`config.mk`:
```
export PLATFORM = sky130hd
export DESIGN_NAME = despachante_cluster_flat
export DESIGN_NICKNAME = d
export VERILOG_FILES = /design/src/rtl/despachante_cluster_if.sv /design/src/rtl/despachante_cluster.sv /design/src/flat_wrapper.sv
export SDC_FILE = /design/constraint.sdc
export NUM_CORES = 1
export LEC_CHECK = 0
export BUFFER_PORTS_ARGS = -buffer_cell sky130_fd_sc_hd__buf_4
export CORE_UTILIZATION = 40
export CTS_CLUSTER_DIAMETER = 100
export CTS_CLUSTER_SIZE = 16
export DETAILED_ROUTE_END_ITERATION = 7
export GPL_TIMING_DRIVEN = 0
export MAX_ROUTING_LAYER = met4
export PLACE_DENSITY = 0.86
export SLEW_MARGIN = 20
export SYNTH_ARGS = -nofsm -noshare
export SYNTH_HDL_FRONTEND = slang
export SYNTH_SLANG_ARGS = --single-unit
export TNS_END_PERCENT = 50
```
`constraint.sdc`:
```
create_clock -name clk -period 2.6 [get_ports clk]
set_clock_uncertainty 0.2 [all_clocks]
set_input_delay 0.52 -clock clk [delete_from_list [all_inputs] [get_ports clk]]
set_output_delay 0.52 -clock clk [all_outputs]
set_load 0.03 [all_outputs]
```
`src/rtl/despachante_cluster_if.sv`:
```
// Buffer-head entry, one-hot cluster request/acknowledge and status signals of despachante_cluster.
// The master modport is the dispatcher's view; slave is the buffer/cluster side.
interface despachante_cluster_if #(
    parameter int NUM_CLUSTERS  = 5,
    parameter int TAM_ENDERECO  = 64,
    parameter int TAM_HASH_DOIS = 8
);
    logic                     entrada_valida;
    logic [NUM_CLUSTERS-1:0]  bitmap_atual;
    logic [TAM_ENDERECO-1:0]  endereco_atual;
    logic [TAM_HASH_DOIS-1:0] hash_atual;
    logic [NUM_CLUSTERS-1:0]  bitmap_atualizado;
    logic                     zero;
    logic                     req_valido;
    logic [NUM_CLUSTERS-1:0]  req_cluster;
    logic [TAM_ENDERECO-1:0]  req_endereco;
    logic [TAM_HASH_DOIS-1:0] req_hash;
    logic [NUM_CLUSTERS-1:0]  ack_cluster;
    logic                     ocupado;
    logic                     erro_timeout;

    modport master (
        input  entrada_valida, bitmap_atual, endereco_atual, hash_atual, ack_cluster,
        output bitmap_atualizado, zero, req_valido, req_cluster, req_endereco, req_hash,
               ocupado, erro_timeout
    );

    modport slave (
        output entrada_valida, bitmap_atual, endereco_atual, hash_atual, ack_cluster,
        input  bitmap_atualizado, zero, req_valido, req_cluster, req_endereco, req_hash,
               ocupado, erro_timeout
    );
endinterface

```
`src/rtl/despachante_cluster.sv`:
```
// Walks the head entry's cluster bitmap lowest-bit first, one request per cluster, then retires it.
// Latency: first request 1 cycle after entrada_valida; zero 1 cycle after the last acknowledge.
// Backpressure: holds each request until its cluster acks; DESPACHANTE_TIMEOUT_EN adds a give-up counter.
module despachante_cluster #(
    parameter int NUM_CLUSTERS   = 5,
    parameter int TAM_ENDERECO   = 64,
    parameter int TAM_HASH_DOIS  = 8,
    parameter int TIMEOUT_CICLOS = 16
) (
    input  logic                  clk,
    input  logic                  reset,
    despachante_cluster_if.master bus
);
    typedef enum logic [1:0] {OCIOSO, ENVIA, RETIRA} estado_t;

    estado_t                  estado_q, estado_d;
    logic [NUM_CLUSTERS-1:0]  bitmap_q, bitmap_d;
    logic [TAM_ENDERECO-1:0]  endereco_q, endereco_d;
    logic [TAM_HASH_DOIS-1:0] hash_q, hash_d;
    logic [NUM_CLUSTERS-1:0]  sel;
    logic [NUM_CLUSTERS-1:0]  restante;
    logic                     ack_sel;
    logic                     expira;
    logic                     avanca;

    // Isolate the lowest set bit: x & -x.
    assign sel      = bitmap_q & (~bitmap_q + NUM_CLUSTERS'(1));
    assign restante = bitmap_q & ~sel;
    assign ack_sel  = |(sel & bus.ack_cluster);
    assign avanca   = ack_sel | expira;

`ifdef DESPACHANTE_TIMEOUT_EN
    localparam int CW = (TIMEOUT_CICLOS > 1) ? $clog2(TIMEOUT_CICLOS) : 1;

    logic [CW-1:0] cont_q, cont_d;
    logic          erro_q, erro_d;

    // A real acknowledge on the expiry edge wins, so no error is flagged.
    assign expira = (estado_q == ENVIA) && !ack_sel && (cont_q == CW'(TIMEOUT_CICLOS - 1));

    always_comb begin
        cont_d = '0;
        erro_d = 1'b0;
        if (estado_q == ENVIA) begin
            cont_d = avanca ? '0 : cont_q + CW'(1);
            erro_d = expira;
        end
    end

    always_ff @(posedge clk or posedge reset) begin
        if (reset) begin
            cont_q <= '0;
            erro_q <= 1'b0;
        end else begin
            cont_q <= cont_d;
            erro_q <= erro_d;
        end
    end

    assign bus.erro_timeout = erro_q;
`else
    assign expira           = 1'b0;
    assign bus.erro_timeout = 1'b0;
`endif

    always_comb begin
        estado_d   = estado_q;
        bitmap_d   = bitmap_q;
        endereco_d = endereco_q;
        hash_d     = hash_q;
        case (estado_q)
            OCIOSO: begin
                if (bus.entrada_valida) begin
                    bitmap_d   = bus.bitmap_atual;
                    endereco_d = bus.endereco_atual;
                    hash_d     = bus.hash_atual;
                    estado_d   = (|bus.bitmap_atual) ? ENVIA : RETIRA;
                end
            end
            ENVIA: begin
                if (avanca) begin
                    bitmap_d = restante;
                    if (restante == '0) begin
                        estado_d = RETIRA;
                    end
                end
            end
            RETIRA:  estado_d = OCIOSO;
            default: estado_d = OCIOSO;
        endcase
    end

    always_ff @(posedge clk or posedge reset) begin
        if (reset) begin
            estado_q   <= OCIOSO;
            bitmap_q   <= '0;
            endereco_q <= '0;
            hash_q     <= '0;
        end else begin
            estado_q   <= estado_d;
            bitmap_q   <= bitmap_d;
            endereco_q <= endereco_d;
            hash_q     <= hash_d;
        end
    end

    assign bus.req_valido        = (estado_q == ENVIA);
    assign bus.req_cluster       = (estado_q == ENVIA) ? sel : '0;
    assign bus.req_endereco      = endereco_q;
    assign bus.req_hash          = hash_q;
    assign bus.zero              = (estado_q == RETIRA);
    assign bus.ocupado           = (estado_q != OCIOSO);
    assign bus.bitmap_atualizado = bitmap_q;
endmodule
```
`src/flat_wrapper.sv`:
```
// flat-port wrapper written by rule: the top's interface ports become plain ports
module despachante_cluster_flat 
#(
    parameter int NUM_CLUSTERS   = 5,
    parameter int TAM_ENDERECO   = 64,
    parameter int TAM_HASH_DOIS  = 8,
    parameter int TIMEOUT_CICLOS = 16
)
  (clk, reset, bus_entrada_valida, bus_bitmap_atual, bus_endereco_atual, bus_hash_atual, bus_ack_cluster, bus_bitmap_atualizado, bus_zero, bus_req_valido, bus_req_cluster, bus_req_endereco, bus_req_hash, bus_ocupado, bus_erro_timeout);
  despachante_cluster_if #(.NUM_CLUSTERS(NUM_CLUSTERS), .TAM_ENDERECO(TAM_ENDERECO), .TAM_HASH_DOIS(TAM_HASH_DOIS)) bus_i ();
  input  logic clk;
  input  logic reset;
  input wire logic [$bits(bus_i.entrada_valida)-1:0] bus_entrada_valida;
  input wire logic [$bits(bus_i.bitmap_atual)-1:0] bus_bitmap_atual;
  input wire logic [$bits(bus_i.endereco_atual)-1:0] bus_endereco_atual;
  input wire logic [$bits(bus_i.hash_atual)-1:0] bus_hash_atual;
  input wire logic [$bits(bus_i.ack_cluster)-1:0] bus_ack_cluster;
  output wire logic [$bits(bus_i.bitmap_atualizado)-1:0] bus_bitmap_atualizado;
  output wire logic [$bits(bus_i.zero)-1:0] bus_zero;
  output wire logic [$bits(bus_i.req_valido)-1:0] bus_req_valido;
  output wire logic [$bits(bus_i.req_cluster)-1:0] bus_req_cluster;
  output wire logic [$bits(bus_i.req_endereco)-1:0] bus_req_endereco;
  output wire logic [$bits(bus_i.req_hash)-1:0] bus_req_hash;
  output wire logic [$bits(bus_i.ocupado)-1:0] bus_ocupado;
  output wire logic [$bits(bus_i.erro_timeout)-1:0] bus_erro_timeout;
  assign bus_i.entrada_valida = bus_entrada_valida;
  assign bus_i.bitmap_atual = bus_bitmap_atual;
  assign bus_i.endereco_atual = bus_endereco_atual;
  assign bus_i.hash_atual = bus_hash_atual;
  assign bus_i.ack_cluster = bus_ack_cluster;
  assign bus_bitmap_atualizado = bus_i.bitmap_atualizado;
  assign bus_zero = bus_i.zero;
  assign bus_req_valido = bus_i.req_valido;
  assign bus_req_cluster = bus_i.req_cluster;
  assign bus_req_endereco = bus_i.req_endereco;
  assign bus_req_hash = bus_i.req_hash;
  assign bus_ocupado = bus_i.ocupado;
  assign bus_erro_timeout = bus_i.erro_timeout;
  despachante_cluster #(.NUM_CLUSTERS(NUM_CLUSTERS), .TAM_ENDERECO(TAM_ENDERECO), .TAM_HASH_DOIS(TAM_HASH_DOIS), .TIMEOUT_CICLOS(TIMEOUT_CICLOS)) u_core (.clk(clk), .reset(reset), .bus(bus_i));
endmodule
```
Yosys cells after proc, flatten, opt, wreduce, memory -nomap -nowiden
Index checks and enable logic that the tools add are counted.

storage, ports and cells
  register bits = 79
  latch bits = 0
  RAM bits = 0
  bits in read-only memories = 0
  output and inout bits = 86
  word-level logic and storage cells = 33
  memories = 0

operators by class
  add/sub/neg operators = 1
  multipliers = 0
  divide/modulo/power cells = 0
  magnitude comparators = 0
  equal/unequal tests = 5
  shift-type cells = 0
  muxes and demuxes = 9
  bitwise operators = 5
  reductions and logical operators = 9

operators by type and width
  operator                                                count
  AND 5 bit                                               3
  two-way mux 5 bit                                       3
  NOT 5 bit                                               2
  one-hot mux 5 bit (2 select lines)                      1
  OR reduction 5 bit                                      2
  two-way mux 2 bit                                       4
  AND reduction 3 bit                                     2
  adder 5 x 1 -> 5 bit (second input constant)            1
  zero test 5 bit                                         1
  inequality test 2 x 1 -> 1 bit (second input constant)  2
  one-hot mux 2 bit (2 select lines)                      1
  nonzero test 2 bit                                      2
  == test 2 x 1 -> 1 bit (second input constant)          1
  == test 2 bit (second input constant)                   1
  zero test 2 bit                                         1
  inequality test 2 bit (second input constant)           1
  AND reduction 2 bit                                     1

Depth between registers and ports, before layout
  word-level depth = 9
  gate-level depth with buffers = 6
  mapped depth without buffers = 5

Worst setup path before layout
OpenSTA, ideal clock, no wires.

  kind = register to output
  start point = register u_core.bitmap_q[1], in the netlist u_core.bus.bitmap_atualizado[1]
  end point = output bus_req_cluster[4]
  arrival time = 1785 ps
  required time = 1880 ps
  setup slack = 95 ps
  stages on the path, launching flop included = 5
  path buffers = 1
  path through = dfrtp_1 buf_6 nor3_1 nand2_1 nor3b_1

on the way
  cells in the longest elaborated chain, start to end = 4

RTL lines
  element                 line                        text
  from (decl)             despachante_cluster.sv:17   logic [NUM_CLUSTERS-1:0] bitmap_q, bitmap_d;
  from (signal assigned)  despachante_cluster.sv:101  bitmap_q <= bitmap_d;
  NOT 5 bit               despachante_cluster.sv:27   assign sel = bitmap_q & (~bitmap_q + NUM_CLUSTERS'(1));
  adder 5 x 1 -> 5 bit    despachante_cluster.sv:27
  AND 5 bit               despachante_cluster.sv:27
  two-way mux 5 bit       despachante_cluster.sv:108  assign bus.req_cluster = (estado_q == ENVIA) ? sel : '0;
  to (decl)               flat_wrapper.sv:21          output wire logic [$bits(bus_i.req_cluster)-1:0] bus_req_cluster;

No other way between the ends.

Final worst setup path
Ends and elaborated chain as after synthesis.

==> impl_summary.md <==
Routing
The remaining design rule violation count is 0. Dividing the detail-routed via count by the number of cells gives 4.74. The count of routing violations after the opening detailed-route iteration is 119.

The detailed-route wire length on metal 1 is 3540 µm. The wire length per cell after detailed routing is 13.6 µm. The total via count in the routed design is 3103. In this run the remaining antenna-violating nets after routing total 0. After detailed routing, the total wire length is 8920 µm.

After detailed routing, no signal wire sits above met4. The total met2 wirelength after detailed routing is 4520 µm. The amount of wire on met3 after detailed routing is 661 µm. The first-pass iteration count of the detailed router is 4.

Final layout
The footprint of the flip-flops and latches is 1980 µm². Relative to the synthesized area, the layout overhead comes to 49.9%. The number of fillers in the final layout is 655.

The number of cells in the finished layout apart from fillers is 655. In the final layout, the multi-input gates occupy 1110 µm². After the last flow step, the layout net total stands at 634. The number of antenna diodes in the final layout is 0. The share of final-layout standard cells stronger than drive strength 1 is 37.6%.

STA
The final critical path takes up 93.7% of the cycle. At the pin with the least slew margin, the transition time is 0.703 ns. The count of final setup violators is 0. The achievable frequency is 0.410 GHz. In this run the tightest slew margin relative to its limit is 53.1%. The max-slew violation count is 0.

Setup repair after global routing left no endpoint under its margin. The summed negative setup slack over all endpoints is 0 ns. The routed design could run at a clock period as short as 2.44 ns. The count of final hold-check violations is 0.

Critical path
The critical path is of the reg2out type. The capturing element type of the critical path is a primary output. The signal arrival time at the worst endpoint is 1.72 ns.

The count of cells along the worst register-to-register path is 6. The launch instance of the worst register-to-register path is u_core.estado_q[0]$_DFFE_PP0P_. The setup slack on the worst flop-to-flop path is 0.86 ns. The maximum fanout along the worst path is 9. The required time of the critical path is 1.88 ns.

In this run the critical register-to-register path is captured at u_core.bus.req_endereco[44]$_DFFE_PP0P_. STA classifies the critical path startpoint as a flop.

GRT
The number of antenna violations at the first check in global routing is 0. The via count of the first global-routing pass is 3100. Entering global routing, the biggest net connects 32 pins.

Global routing consumed, over all layers together, 22.4% of the routing resources. The global-route wire length before repair is 14400 µm. After global routing the overflow that remains totals 0.

Placed design
At the end of routability-driven placement, the weighted congestion stood at 0.928. The placed wire-length estimate after detailed placement is 6760 µm. The port buffer count is 169. The number of placed instances, taps included is 640.

CTS
The cell at the root of the clock tree is clkbuf_8. The number of clock sinks is 79. The maximum level of the CTS H-tree is 3.

The total of cells resized after clock tree synthesis is 0. The TritonCTS buffer count is 9. Buffers inserted to repair hold after CTS numbered 0.

The TritonCTS clock tree is built. Counting along the longest clock path gives a buffer depth of 2. Clock-pin slew was measured on the worst setup and hold paths at 0.08 ns. The number of setup buffers added after CTS is 0. The clock latency reported for the late side of the worst-skew pair is 0.34 ns.

Synthesis
The number of standard cells after synthesis is 367. The count of different cell masters after synthesis is 34. The net count after synthesis is 452.

For this run, the leading register cell type out of synthesis is dfrtp_1. The cell area that synthesis handed to floorplanning was 3230 µm². Synthesis inferred 79 register bits. The Yosys step of the flow raised 0 warnings. The post-synthesis async set-or-reset flop share is 100%. Counting flops with a built-in enable in the synthesized netlist gives 0. The fraction of the yosys area taken by sequential cells is 61.1%. The average size of a mapped cell is 8.81 µm².

Power and ir drop
The leakage power of the design is 0.00273 µW. For this design the ratio of total power to cell area is 1360 nW/µm². VDD sags by at most 0.000731 V.

Floorplan
Row generation in the floorplan step produced 32 rows. The die width is 91.9 µm. The initial utilization of the core area, before any placement, comes to 41.6%. For this design the top-level I/O count stands at 171. The area of the die is 8450 µm². The standard cell core area is 7770 µm². From bottom edge to top edge, the die measures 91.9 µm.

Worst hold path
The tightest min-delay check is of the in2async type.

Run
The count of maximum capacitance violations is 0.

Status
The flow ran to the end, and the final reports show no timing, DRC or antenna violations.
-- metrics by stage --
| step | setup slack, ns | hold slack, ns | total power, µW | area (µm²) | utilization, % |
|---|---|---|---|---|---|
| final | 0.163 | 0.0904 | 6580 | 4850 | 62.4 |
| after global routing | 0.0385 | 0.117 | 6990 | 4850 | 62.4 |
| after CTS | 0.152 | 0.0978 | 6640 | 4850 | 62.4 |
| after detailed placement | 0.555 | 0.264 | 5820 | 4670 | 60.2 |
| after global placement | 0.435 | 0.260 | 5700 | 4630 | 59.7 |
| after floorplan | 0.0951 | 0.425 | 4370 | 3240 | - |
-- cell usage after synthesis, drive strengths merged, types with 2 or more instances --
master	n	area, µm²
inv	6	22.5
o21ai	5	25.0
clkbuf	3	21.3
nor2	3	11.3
and2	2	12.5
a22o	2	18.8
nor3b	3	22.5
nand2	225	845
dfrtp	79	1980
nor3	2	10.0
a21oi	3	15.0
buf	17	106
-- routing by layer --
| layer | vias to the layer above | track usage, % |
|---|---|---|
| met5 | - | - |
| met4 | 0 | 9.24 |
| met3 | 23 | 3.65 |
| met2 | 142 | 37.6 |
| li1 | 1492 | - |
| met1 | 1446 | 26.9 |
-- critical path: stages, from the launching register on --
cell and delay (ns):
dfrtp_1 0.40, buf_6 0.14, nor3_1 0.26, nand2_1 0.16
nor3b_1 0.23, buf_4 0.19
-- state kept, by name, summed over array words and instances, names as in the netlist --
signal and count:
u_core.bus.req_hash 8, u_core.estado_q 2, u_core.bus.req_endereco 64, u_core.bus.bitmap_atualizado 5
-- placed cells by master, fill, tap and decap left out, types with 3 or more instances in the layout --
cell type / netlist / routed
o21ai_0: 4 / 4
nand2_1: 225 / 225
inv_1: 6 / 5
clkbuf_8: 1 / 11
buf_4: 1 / 170
buf_6: 3 / 3
nor3b_1: 3 / 3
nor2_1: 3 / 3
buf_2: 13 / 13
clkinvlp_4: 0 / 5
dfrtp_1: 79 / 79
a21oi_1: 3 / 3
-- cells by family (layout without fill, tap and decap cells) --
kind of cell / Yosys count / after routing / synth area share [%]
and+or+nand+nor: 240 / 240 / 29.1
adders and majority gates: 1 / 1 / 0.309
other: 1 / 1 / 0.116
DFF: 79 / 79 / 61.1
AOI/OAI and AO/OA: 20 / 20 / 4.68
buffers and inverters: 26 / 212 / 4.64
-- area by class of cell --
type	count	share of cell area, %
Buffer	20	2.63
Clock buffer	10	2.84
Clock inverter	5	0.723
Inverter	6	0.542
Multi-Input combinational cell	262	22.8
Sequential cell	79	40.8
Tap cell	102	2.63
Timing Repair Buffer	171	27.0
-- worst max path at each step --
stage	startpoint	to	slack (ns)	depth (start not counted)
floorplan	u_core.bus.bitmap_atualizado[1]$_DFFE_PP0P_	bus_req_cluster[4]	0.1	4
global placement	reset	u_core.bus.req_endereco[21]$_DFFE_PP0P_	0.44	2
detailed placement	u_core.bus.bitmap_atualizado[1]$_DFFE_PP0P_	bus_req_cluster[4]	0.55	5
CTS	u_core.bus.bitmap_atualizado[1]$_DFFE_PP0P_	bus_req_cluster[4]	0.15	5
global route	u_core.bus.bitmap_atualizado[1]$_DFFE_PP0P_	bus_req_cluster[4]	0.04	5
finish	u_core.bus.bitmap_atualizado[1]$_DFFE_PP0P_	bus_req_cluster[4]	0.16	5
-- where the power goes --
group | total [µW] | switching [µW] | internal [µW]
sequential | 2180 | 371 | 1810
clock | 802 | 437 | 366
combinational | 3600 | 2290 | 1310
(Power assumes the default switching activity.)
